$ cat src/rtl/pc_pkg.sv
// Shared types and constants for the program-counter unit.
package pc_pkg;

  // Next-PC source, listed in increasing priority order after Seq.
  typedef enum logic [2:0] {
    Seq,
    Br,
    Jmp,
    Ret,
    Jr
  } pc_src_e;

  // Byte distance between consecutive instruction words.
  localparam int unsigned PC_STEP = 4;

endpackage

$ cat src/rtl/ras_stack.sv
// Circular return-address stack. A push into a full stack overwrites the
// oldest entry. Over/underflow raise a sticky error. Entry storage is not
// reset; it is only observable once something has been pushed.
module ras_stack
  import pc_pkg::*;
#(
  parameter int unsigned WIDTH     = 32,
  parameter int unsigned RAS_DEPTH = 4
) (
  input  logic             clk,
  input  logic             rst,
  input  logic             push,
  input  logic             pop,
  input  logic [WIDTH-1:0] din,
  output logic [WIDTH-1:0] top,
  output logic             empty,
  output logic             full,
  output logic             err
);

  localparam int unsigned PtrW = $clog2(RAS_DEPTH);
  localparam logic [PtrW-1:0] PtrOne = PtrW'(1);
  localparam logic [PtrW:0]   CntOne = (PtrW+1)'(1);
  localparam logic [PtrW:0]   CntMax = (PtrW+1)'(RAS_DEPTH);

  logic [WIDTH-1:0] mem [RAS_DEPTH];

  // sp_q points at the next free slot; the top entry sits just below it.
  logic [PtrW-1:0] sp_q, sp_d;
  logic [PtrW:0]   cnt_q, cnt_d;
  logic            err_q, err_d;
  logic            we;
  logic [PtrW-1:0] waddr;
  logic [PtrW-1:0] top_idx;

  assign top_idx = sp_q - PtrOne;
  assign top     = mem[top_idx];
  assign empty   = (cnt_q == '0);
  assign full    = (cnt_q == CntMax);
  assign err     = err_q;

  // Next-state for pointer, count and sticky error, plus the write port.
  always_comb begin
    sp_d  = sp_q;
    cnt_d = cnt_q;
    err_d = err_q;
    we    = 1'b0;
    waddr = sp_q;
    if (pop && push) begin
      if (empty) begin
        // Failed pop, then an ordinary push into the empty stack.
        err_d = 1'b1;
        we    = 1'b1;
        sp_d  = sp_q + PtrOne;
        cnt_d = CntOne;
      end else begin
        // Pop then push collapses into replacing the top entry.
        we    = 1'b1;
        waddr = top_idx;
      end
    end else if (push) begin
      we   = 1'b1;
      sp_d = sp_q + PtrOne;
      if (full) begin
        err_d = 1'b1;
      end else begin
        cnt_d = cnt_q + CntOne;
      end
    end else if (pop) begin
      if (empty) begin
        err_d = 1'b1;
      end else begin
        sp_d  = top_idx;
        cnt_d = cnt_q - CntOne;
      end
    end
  end

  // Pointer, count and error registers.
  always_ff @(posedge clk or posedge rst) begin
    if (rst) begin
      sp_q  <= '0;
      cnt_q <= '0;
      err_q <= 1'b0;
    end else begin
      sp_q  <= sp_d;
      cnt_q <= cnt_d;
      err_q <= err_d;
    end
  end

  // Entry storage, deliberately without reset.
  always_ff @(posedge clk) begin
    if (we) begin
      mem[waddr] <= din;
    end
  end

endmodule

$ cat src/rtl/pc_unit.sv
// Program counter with branch, pseudo-direct jump, register jump and a
// return-address stack for predicted returns.
module pc_unit
  import pc_pkg::*;
#(
  parameter int unsigned      WIDTH     = 32,
  parameter int unsigned      RAS_DEPTH = 4,
  parameter logic [WIDTH-1:0] RESET_VEC = '0
) (
  input  logic             clk,
  input  logic             rst,
  input  logic             stall,
  input  logic             br,
  input  logic             br_ne,
  input  logic             zero,
  input  logic [WIDTH-1:0] br_off,
  input  logic             jmp,
  input  logic [WIDTH-7:0] jaddr,
  input  logic             call,
  input  logic             jr,
  input  logic [WIDTH-1:0] jr_addr,
  input  logic             ret,
  output logic [WIDTH-1:0] pc,
  output logic [WIDTH-1:0] pc4,
  output logic             redirect,
  output logic             ras_empty,
  output logic             ras_full,
  output logic             ras_err
);

  logic [WIDTH-1:0] pc_q, pc_d;
  logic             redirect_q, redirect_d;
  pc_src_e          src;
  logic             br_taken;
  logic             ras_push, ras_pop;
  logic [WIDTH-1:0] ras_top;

  assign pc       = pc_q;
  assign pc4      = pc_q + WIDTH'(PC_STEP);
  assign redirect = redirect_q;
  assign br_taken = br & (zero ^ br_ne);

  // A lone call is meaningless; jr pre-empts both push and pop.
  assign ras_push = ~stall & ~jr & jmp & call;
  assign ras_pop  = ~stall & ~jr & ret;

  // Priority source select and next-PC mux.
  always_comb begin
    src = Seq;
    if (jr) begin
      src = Jr;
    end else if (ret) begin
      src = Ret;
    end else if (jmp) begin
      src = Jmp;
    end else if (br_taken) begin
      src = Br;
    end

    pc_d = pc4;
    unique case (src)
      Jr:      pc_d = {jr_addr[WIDTH-1:2], 2'b00};
      Ret:     pc_d = ras_empty ? jr_addr : ras_top;
      Jmp:     pc_d = {pc4[WIDTH-1:WIDTH-4], jaddr, 2'b00};
      Br:      pc_d = pc4 + (br_off << 2);
      default: pc_d = pc4;
    endcase

    redirect_d = (src != Seq);
    if (stall) begin
      pc_d       = pc_q;
      redirect_d = 1'b0;
    end
  end

  // PC and redirect registers.
  always_ff @(posedge clk or posedge rst) begin
    if (rst) begin
      pc_q       <= RESET_VEC;
      redirect_q <= 1'b0;
    end else begin
      pc_q       <= pc_d;
      redirect_q <= redirect_d;
    end
  end

  ras_stack #(
    .WIDTH     (WIDTH),
    .RAS_DEPTH (RAS_DEPTH)
  ) u_ras (
    .clk   (clk),
    .rst   (rst),
    .push  (ras_push),
    .pop   (ras_pop),
    .din   (pc4),
    .top   (ras_top),
    .empty (ras_empty),
    .full  (ras_full),
    .err   (ras_err)
  );

endmodule

$ cat config.mk
export PLATFORM = sky130hd
export DESIGN_NAME = pc_unit
export DESIGN_NICKNAME = d
export VERILOG_FILES = /design/src/rtl/pc_pkg.sv /design/src/rtl/ras_stack.sv /design/src/rtl/pc_unit.sv
export SDC_FILE = /design/constraint.sdc
export NUM_CORES = 1
export LEC_CHECK = 0
export BUFFER_PORTS_ARGS = -buffer_cell sky130_fd_sc_hd__buf_4
export CORE_MARGIN = 2
export CORE_UTILIZATION = 55
export CTS_CLUSTER_SIZE = 14
export DETAILED_ROUTE_END_ITERATION = 16
export GPL_TIMING_DRIVEN = 0
export PLACE_DENSITY_LB_ADDON = 0.1
export REMOVE_ABC_BUFFERS = 1
export SKIP_LAST_GASP = 1
export SYNTH_ARGS = -nofsm -noshare
export SYNTH_HDL_FRONTEND = slang
export SYNTH_SLANG_ARGS = --single-unit
$ cat constraint.sdc
create_clock -name clk -period 4.78 [get_ports clk]
set_input_delay 0.478 -clock clk [delete_from_list [all_inputs] [get_ports clk]]
set_output_delay 0.478 -clock clk [all_outputs]
set_load 0.005 [all_outputs]
==> flow_summary_export.csv, run 1 <==
group,metric,value,unit
logic_synthesis,syn_inst,827,
timing,finalMaxSlewViolations,0,
logic_synthesis,ys_warn_count,0,
clock_network,clockRootBuffer,"clkbuf_16",
timing,slew_headroom,10.0,%
route,drt-initial-drc-count,866,
logic_synthesis,async_flop_share,23.4,%
timing,period_minus_slack,4.50,ns
critical_path,worstSetupEndpointType,"flip-flop",
logic_synthesis,netlist_area,9480,µm²
route,vias,7769,
finish,drive_above_1_share,26.7,%
clock_network,insertion_delay,0.43,ns
route,routed_wirelength,27000,µm
floorplanning,die_x,135,µm
grt,grt_max_degree,51,
timing,clock_skew,0.0115,ns
logic_synthesis,synth_top_area_share,40.5,%
timing,setup_slack,0.284,ns
clock_network,cts_tree,"yes",
logic_synthesis,synth-main-ff-cell,"edfxtp_1",
logic_synthesis,avgSynthCellArea,11.5,µm²
pwr,finalPower,5.28,mW
floorplanning,dieArea,18300,µm²
floorplanning,die_h,135,µm
finish,fillerInstances,1339,
timing,rsz0062_at_grt,"false",
logic_synthesis,synth_cell_type_count,72,
grt,grt_pass1_vias,7540,
floorplanning,ios,168,
finish,fin_nets,1115,
pwr,ir_drop,0.289,mV
timing,finalSetupViolCount,0,
clock_network,cts_buffers,17,
floorplanning,row_count,48,
route,first_pass_iters,6,
timing,post-route-period-util,94.1,%
placement,place_inst,1184,
finish,layout_common_cells,"buf_4, edfxtp_1, nand2_1, a21oi_1, nor2_1",
critical_path,start_kind,"flip-flop",
logic_synthesis,yosys.area.top_type,"edfxtp_1",
logic_synthesis,ys_top_cells_by_area,"edfxtp_1, dfrtp_1, mux4_2, ha_1, a21oi_1",
route,avgViaCountPerCell,6.38,
critical_path,crit_type,"reg2reg",
critical_path,critical_path.max_fanout,6,
placement,portBuffers,165,
route,ant_nets,0,
placement,post-dp-hpwl,18600,µm
clock_network,cts_sinks,167,
clock_network,hold_buffers,0,
route,route.detailed.drc,0,
min_path,min_path_type,"in2async",
job,cap_violations,0,
finish,fin_util,68.3,%
timing,hold_viol,0,
clock_network,htreeDepth,4,
floorplanning,start_util,55.6,%
pwr,power_leakage,4.46,nW
placement,pre_cts_slack,0.183,ns
finish,instances_no_fill,1217,
logic_synthesis,ys_seq_area_share,50.8,%
status,status,"finished clean",
timing,worst_pin_slew,1.35,ns
critical_path,required,5.06,ns
grt,overflow,0,
grt,grt_pass1_wl,41700,µm
critical_path,cp.arrival,4.77,ns
finish,syn2layout_area_growth,22.9,%
finish,n_antenna_cell,0,
finish,mostFrequentLayoutCell,"buf_4",
logic_synthesis,synth-seq-cells,167,
pwr,p_per_area,453,nW/µm²
floorplanning,design.core.area,17100,µm²
clock_network,clk_pin_slew,0.07,ns
grt,grt_usage,30.2,%
timing,clock.fmax,222,MHz
route,post_drt_wl_per_cell,22.1,µm
logic_synthesis,synth_edf_count,128,
clock_network,clockBufferDepth,2,
grt,antenna_found_initial,0,
placement,gp_congestion,0.902,
critical_path,ff2ff_path_depth,15,
[Yosys cell counts (5+ instances only)]
library cell  instances
inv_1                15
mux4_2               32
buf_2                 8
ha_1                 34
a21o_1               10
a221oi_1             11
dfrtp_1              39
o21ai_1               5
xor2_1               27
nand3_1              34
nor3_1                9
a22oi_1              17
nor2_1               52
nand4_1              16
nand2b_1              5
xnor2_1              29
a31oi_1               9
o211ai_1              6
nand2_1              78
o22ai_1              11
mux2i_1              10
clkbuf_1             25
buf_1                 8
edfxtp_1            128
o21ai_0              41
and3_1                7
a21oi_1              69
or3_1                 7
o21a_1               10
[layer usage]
metal / vias to the layer above / GRT usage [%] / part of all wire (%)
met4: 0 / 9.14 / 1.9
met2: 363 / 48.0 / 47
met1: 3844 / 42.8 / 42
met5: - / 0 / 0
met3: 43 / 5.84 / 8.7
li1: 3519 / - / -
[state kept, by name, indices dropped and copies added (netlist names)]
register,flops
u_ras.mem,128
u_ras.cnt_q,3
u_ras.err,1
u_ras.sp_q,2
redirect,1
pc,32
[final cells by class]
cell class | count | area [µm²] | share of cell area (%)
Sequential cell | 167 | 4820 | 41.4
Multi-Input combinational cell | 601 | 4480 | 38.4
Timing Repair Buffer | 176 | 1450 | 12.4
Clock buffer | 18 | 439 | 3.77
Tap cell | 225 | 282 | 2.42
Clock inverter | 14 | 128 | 1.10
Inverter | 16 | 60.1 | 0.515
[what timing repair did]
action                                  in CTS  in global routing
endpoints found under the setup margin       0                  4
buffers inserted                             0                  0
resized for setup                            0                  1
hold endpoints to repair                     0                  0
[worst max-delay path, stage by stage, from the launching register on]
cell	delay, ns
dfrtp_1	0.48
ha_1	0.35
nand2_1	0.19
or2_2	0.37
nor2_1	0.17
and3_1	0.24
xor2_1	0.46
ha_1	0.32
and4_1	0.22
o2111ai_1	0.11
o21ba_2	0.24
or3_1	0.38
nor3_1	0.29
o22ai_1	0.18
xnor2_1	0.20
o221ai_1	0.12
[cell families after synthesis]
group | count (synthesis) | synth area share (%)
adder cells (fa/ha/maj) | 36 | 4.91
multiplexers | 42 | 8.66
AND/OR/NAND/NOR | 232 | 11.8
flip-flops | 167 | 50.8
buffers and inverters | 59 | 2.52
AO/OA/AOI/OAI | 234 | 16.0
XOR/XNOR | 57 | 5.34
[path summary, 6_finish.rpt]
path | startpoint | slack (ns) | to
max | pc[3] | 0.28 | pc[31]
min | rst | 0.03 | pc[6]
max reg2reg | pc[3] | 0.28 | pc[31]
min reg2reg | u_ras.err | 0.50 | u_ras.err
max in group asynchronous | rst | 4.25 | pc[8]
min in group clk | jr_addr[1] | 0.34 | pc[1]
[per-stage QoR]
step	hold slack, ns	instance area, µm²	TNS (ns)
floorplan	0.464	9300	0
global placement	0.471	10800	-102.60
detailed placement	0.487	11100	0
CTS	0.0320	11600	0
global route	0.0466	11700	0
finish	0.0268	11700	0
[report_power, final]
| part | switching (mW) | total (mW) | internal, mW |
|---|---|---|---|
| Combinational | 0.987 | 1.94 | 0.957 |
| Sequential | 0.245 | 2.01 | 1.76 |
| Clock | 0.593 | 1.33 | 0.734 |
No activity file was read; power rests on OpenSTA's default activity.
==> inputs of run 2 (changes only) <==
- CAP_MARGIN: not set -> 20
- CORE_ASPECT_RATIO: not set -> 1.5
- RECOVER_POWER: not set -> 100
==> run 2 against run 1 <==
  * Combinational power is 3% higher
  * The flow now finishes with violations (max-capacitance violations, max-slew violations)
  * Largest power group unchanged
  * Clock power is 8% higher
  * Maximum frequency decreased by 2.6%
  * Die area grew 0.12%
==> flow_summary_export.csv, run 2 (same netlist as run 1, synthesis figures left out) <==
group,metric,value,unit
pwr,ir_drop,0.398,mV
clock_network,htreeDepth,4,
timing,slew_headroom,-70.7,%
finish,fin_nets,1117,
timing,hold_viol,0,
placement,dpl_cell_area,11100,µm²
route,route.detailed.drc,0,
pwr,internal_power,3.58,mW
floorplanning,dieArea,18300,µm²
placement,gp_congestion,0.928,
route,ant_nets,0,
critical_path,endpoint,"pc[30]",
route,drt-initial-drc-count,654,
critical_path,r2r_start,"pc[4]",
critical_path,startpoint,"pc[4]",
finish,layout_common_cells,"edfxtp_1, buf_4, nand2_1, a21oi_1, nor2_1",
clock_network,clk_pin_slew,0.07,ns
finish,final_area,11700,µm²
timing,post-route-period-util,96.5,%
status,violations,"max-capacitance violations, max-slew violations",
min_path,min_path_type,"in2async",
clock_network,cts_sinks,167,
timing,clock.fmax,217,MHz
pwr,p_per_area,465,nW/µm²
critical_path,critPathBufInv,0,
placement,post-dp-hpwl,20300,µm
critical_path,crit_top_cell,"nand3_1",
pwr,power_frac_clock,26.5,%
timing,period_minus_slack,4.61,ns
timing,finalMaxSlewViolations,95,
critical_path,r2r_end,"pc[30]",
route,vias,7854,
timing,finalSetupViolCount,0,
pwr,finalPower,5.44,mW
pwr,power.switching,1.86,mW
clock_network,postCtsSetupRepairBufs,0,
critical_path,critical_path.max_fanout,7,
floorplanning,row_count,58,
clock_network,clockRootBuffer,"clkbuf_16",
floorplanning,ios,168,
clock_network,clockBufferDepth,2,
finish,mostFrequentLayoutCell,"edfxtp_1",
critical_path,max_stage_delay,0.52,ns
finish,drive_above_1_share,25.1,%
critical_path,reg2reg_slack,0.17,ns
route,routed_wirelength,28600,µm
clock_network,ctsResizeCount,0,
grt,grt_max_degree,51,
grt,antenna_found_initial,0,
finish,fillerInstances,1294,
floorplanning,design.core.area,16800,µm²
timing,clock_skew,0.0127,ns
route,avgViaCountPerCell,6.52,
clock_network,hold_buffers,0,
clock_network,cts_buffers,17,
route,post_drt_wl_per_cell,23.7,µm
route,first_pass_iters,7,
status,status,"finished with violations",
pwr,p_comb_share,36.8,%
grt,grt_usage,31.3,%
timing,worst_pin_slew,2.56,ns
grt,grt_pass1_vias,7887,
floorplanning,die_x,111,µm
job,cap_violations,3,
finish,fin_util,69.5,%
critical_path,cp_num_cells,13,
critical_path,cp_top_family,"simple AND/OR/NAND/NOR gates",
critical_path,ff2ff_path_depth,13,
floorplanning,die_h,165,µm
pwr,sw_frac_of_total,34.2,%
floorplanning,start_util,56.3,%
grt,overflow,0,
critical_path,cp_slowest_cell,"xnor2_1",
critical_path,worstSetupEndpointType,"flip-flop",
finish,n_antenna_cell,0,
critical_path,cp.arrival,4.92,ns
critical_path,crit_type,"reg2reg",
clock_network,insertion_delay,0.44,ns
critical_path,required,5.09,ns
pwr,power_leakage,4.47,nW
placement,portBuffers,165,
critical_path,start_kind,"flip-flop",
clock_network,cts_tree,"yes",
finish,top_register,"u_ras.mem",
critical_path,path_cells,"and3_1 > nand3_1 > nor4_2 > nand3_1 > xnor2_1 > ha_1 > a21o_1 > a21o_1 > a21oi_1 > nand3_1 > o21ai_0 > nor4b_1 > or3_1",
grt,grt_pass1_wl,43100,µm
finish,syn2layout_area_growth,23.3,%
finish,largest_register_ffs,128,
pwr,pwr-share-seq,36.7,%
==> run 2: power groups by stage <==
stage	sequential (mW)	clock (mW)	combinational, mW
2_1_floorplan	2.02	0	1.19
3_3_place_gp	2.12	0	1.80
3_5_place_dp	2.03	0	1.99
4_1_cts	2.00	1.45	2.00
5_1_grt	2.02	1.51	2.16
6_report	2.00	1.44	2.00
==> run 2: per-stage QoR <==
step,TNS [ns],setup slack (ns),instances,hold slack [ns]
after floorplan,0,1.02,784,0.464
after global placement,-106.17,-0.945,1159,0.483
after detailed placement,0,0.151,1171,0.479
after CTS,0,0.0405,1203,0.0156
after global routing,-0.0189,-0.0189,1204,0.133
final,0,0.165,1204,0.114
==> run 2: per-layer routing <==
metal	part of all wire, %	vias up	GRT usage (%)	wire length, µm
met5	0	-	0	0
met3	7.4	74	5.80	2110
met4	4.1	0	15.8	1160
li1	-	3515	-	-
met1	37	3848	37.3	10600
met2	51	417	54.6	14700
==> run 2: how the worst min path moves through the flow <==
stage | endpoint | slack (ns) | cells past startpoint
global placement | u_ras.err | 0.48 | 2
floorplan | u_ras.cnt_q[2] | 0.46 | 1
finish | u_ras.cnt_q[2] | 0.11 | 2
detailed placement | redirect | 0.48 | 2
global route | u_ras.cnt_q[2] | 0.13 | 2
CTS | u_ras.cnt_q[2] | 0.02 | 2
==> run 2: cell type report <==
cell class              instances  area, µm²  area share [%]
clock buffers                  22        474            4.05
clock inverters                10        145            1.24
inverters                      16       60.1           0.514
multi-input cells             601       4470            38.2
flip-flops and latches        167       4820            41.2
well taps                     210        263            2.25
repair buffers                178       1460            12.5
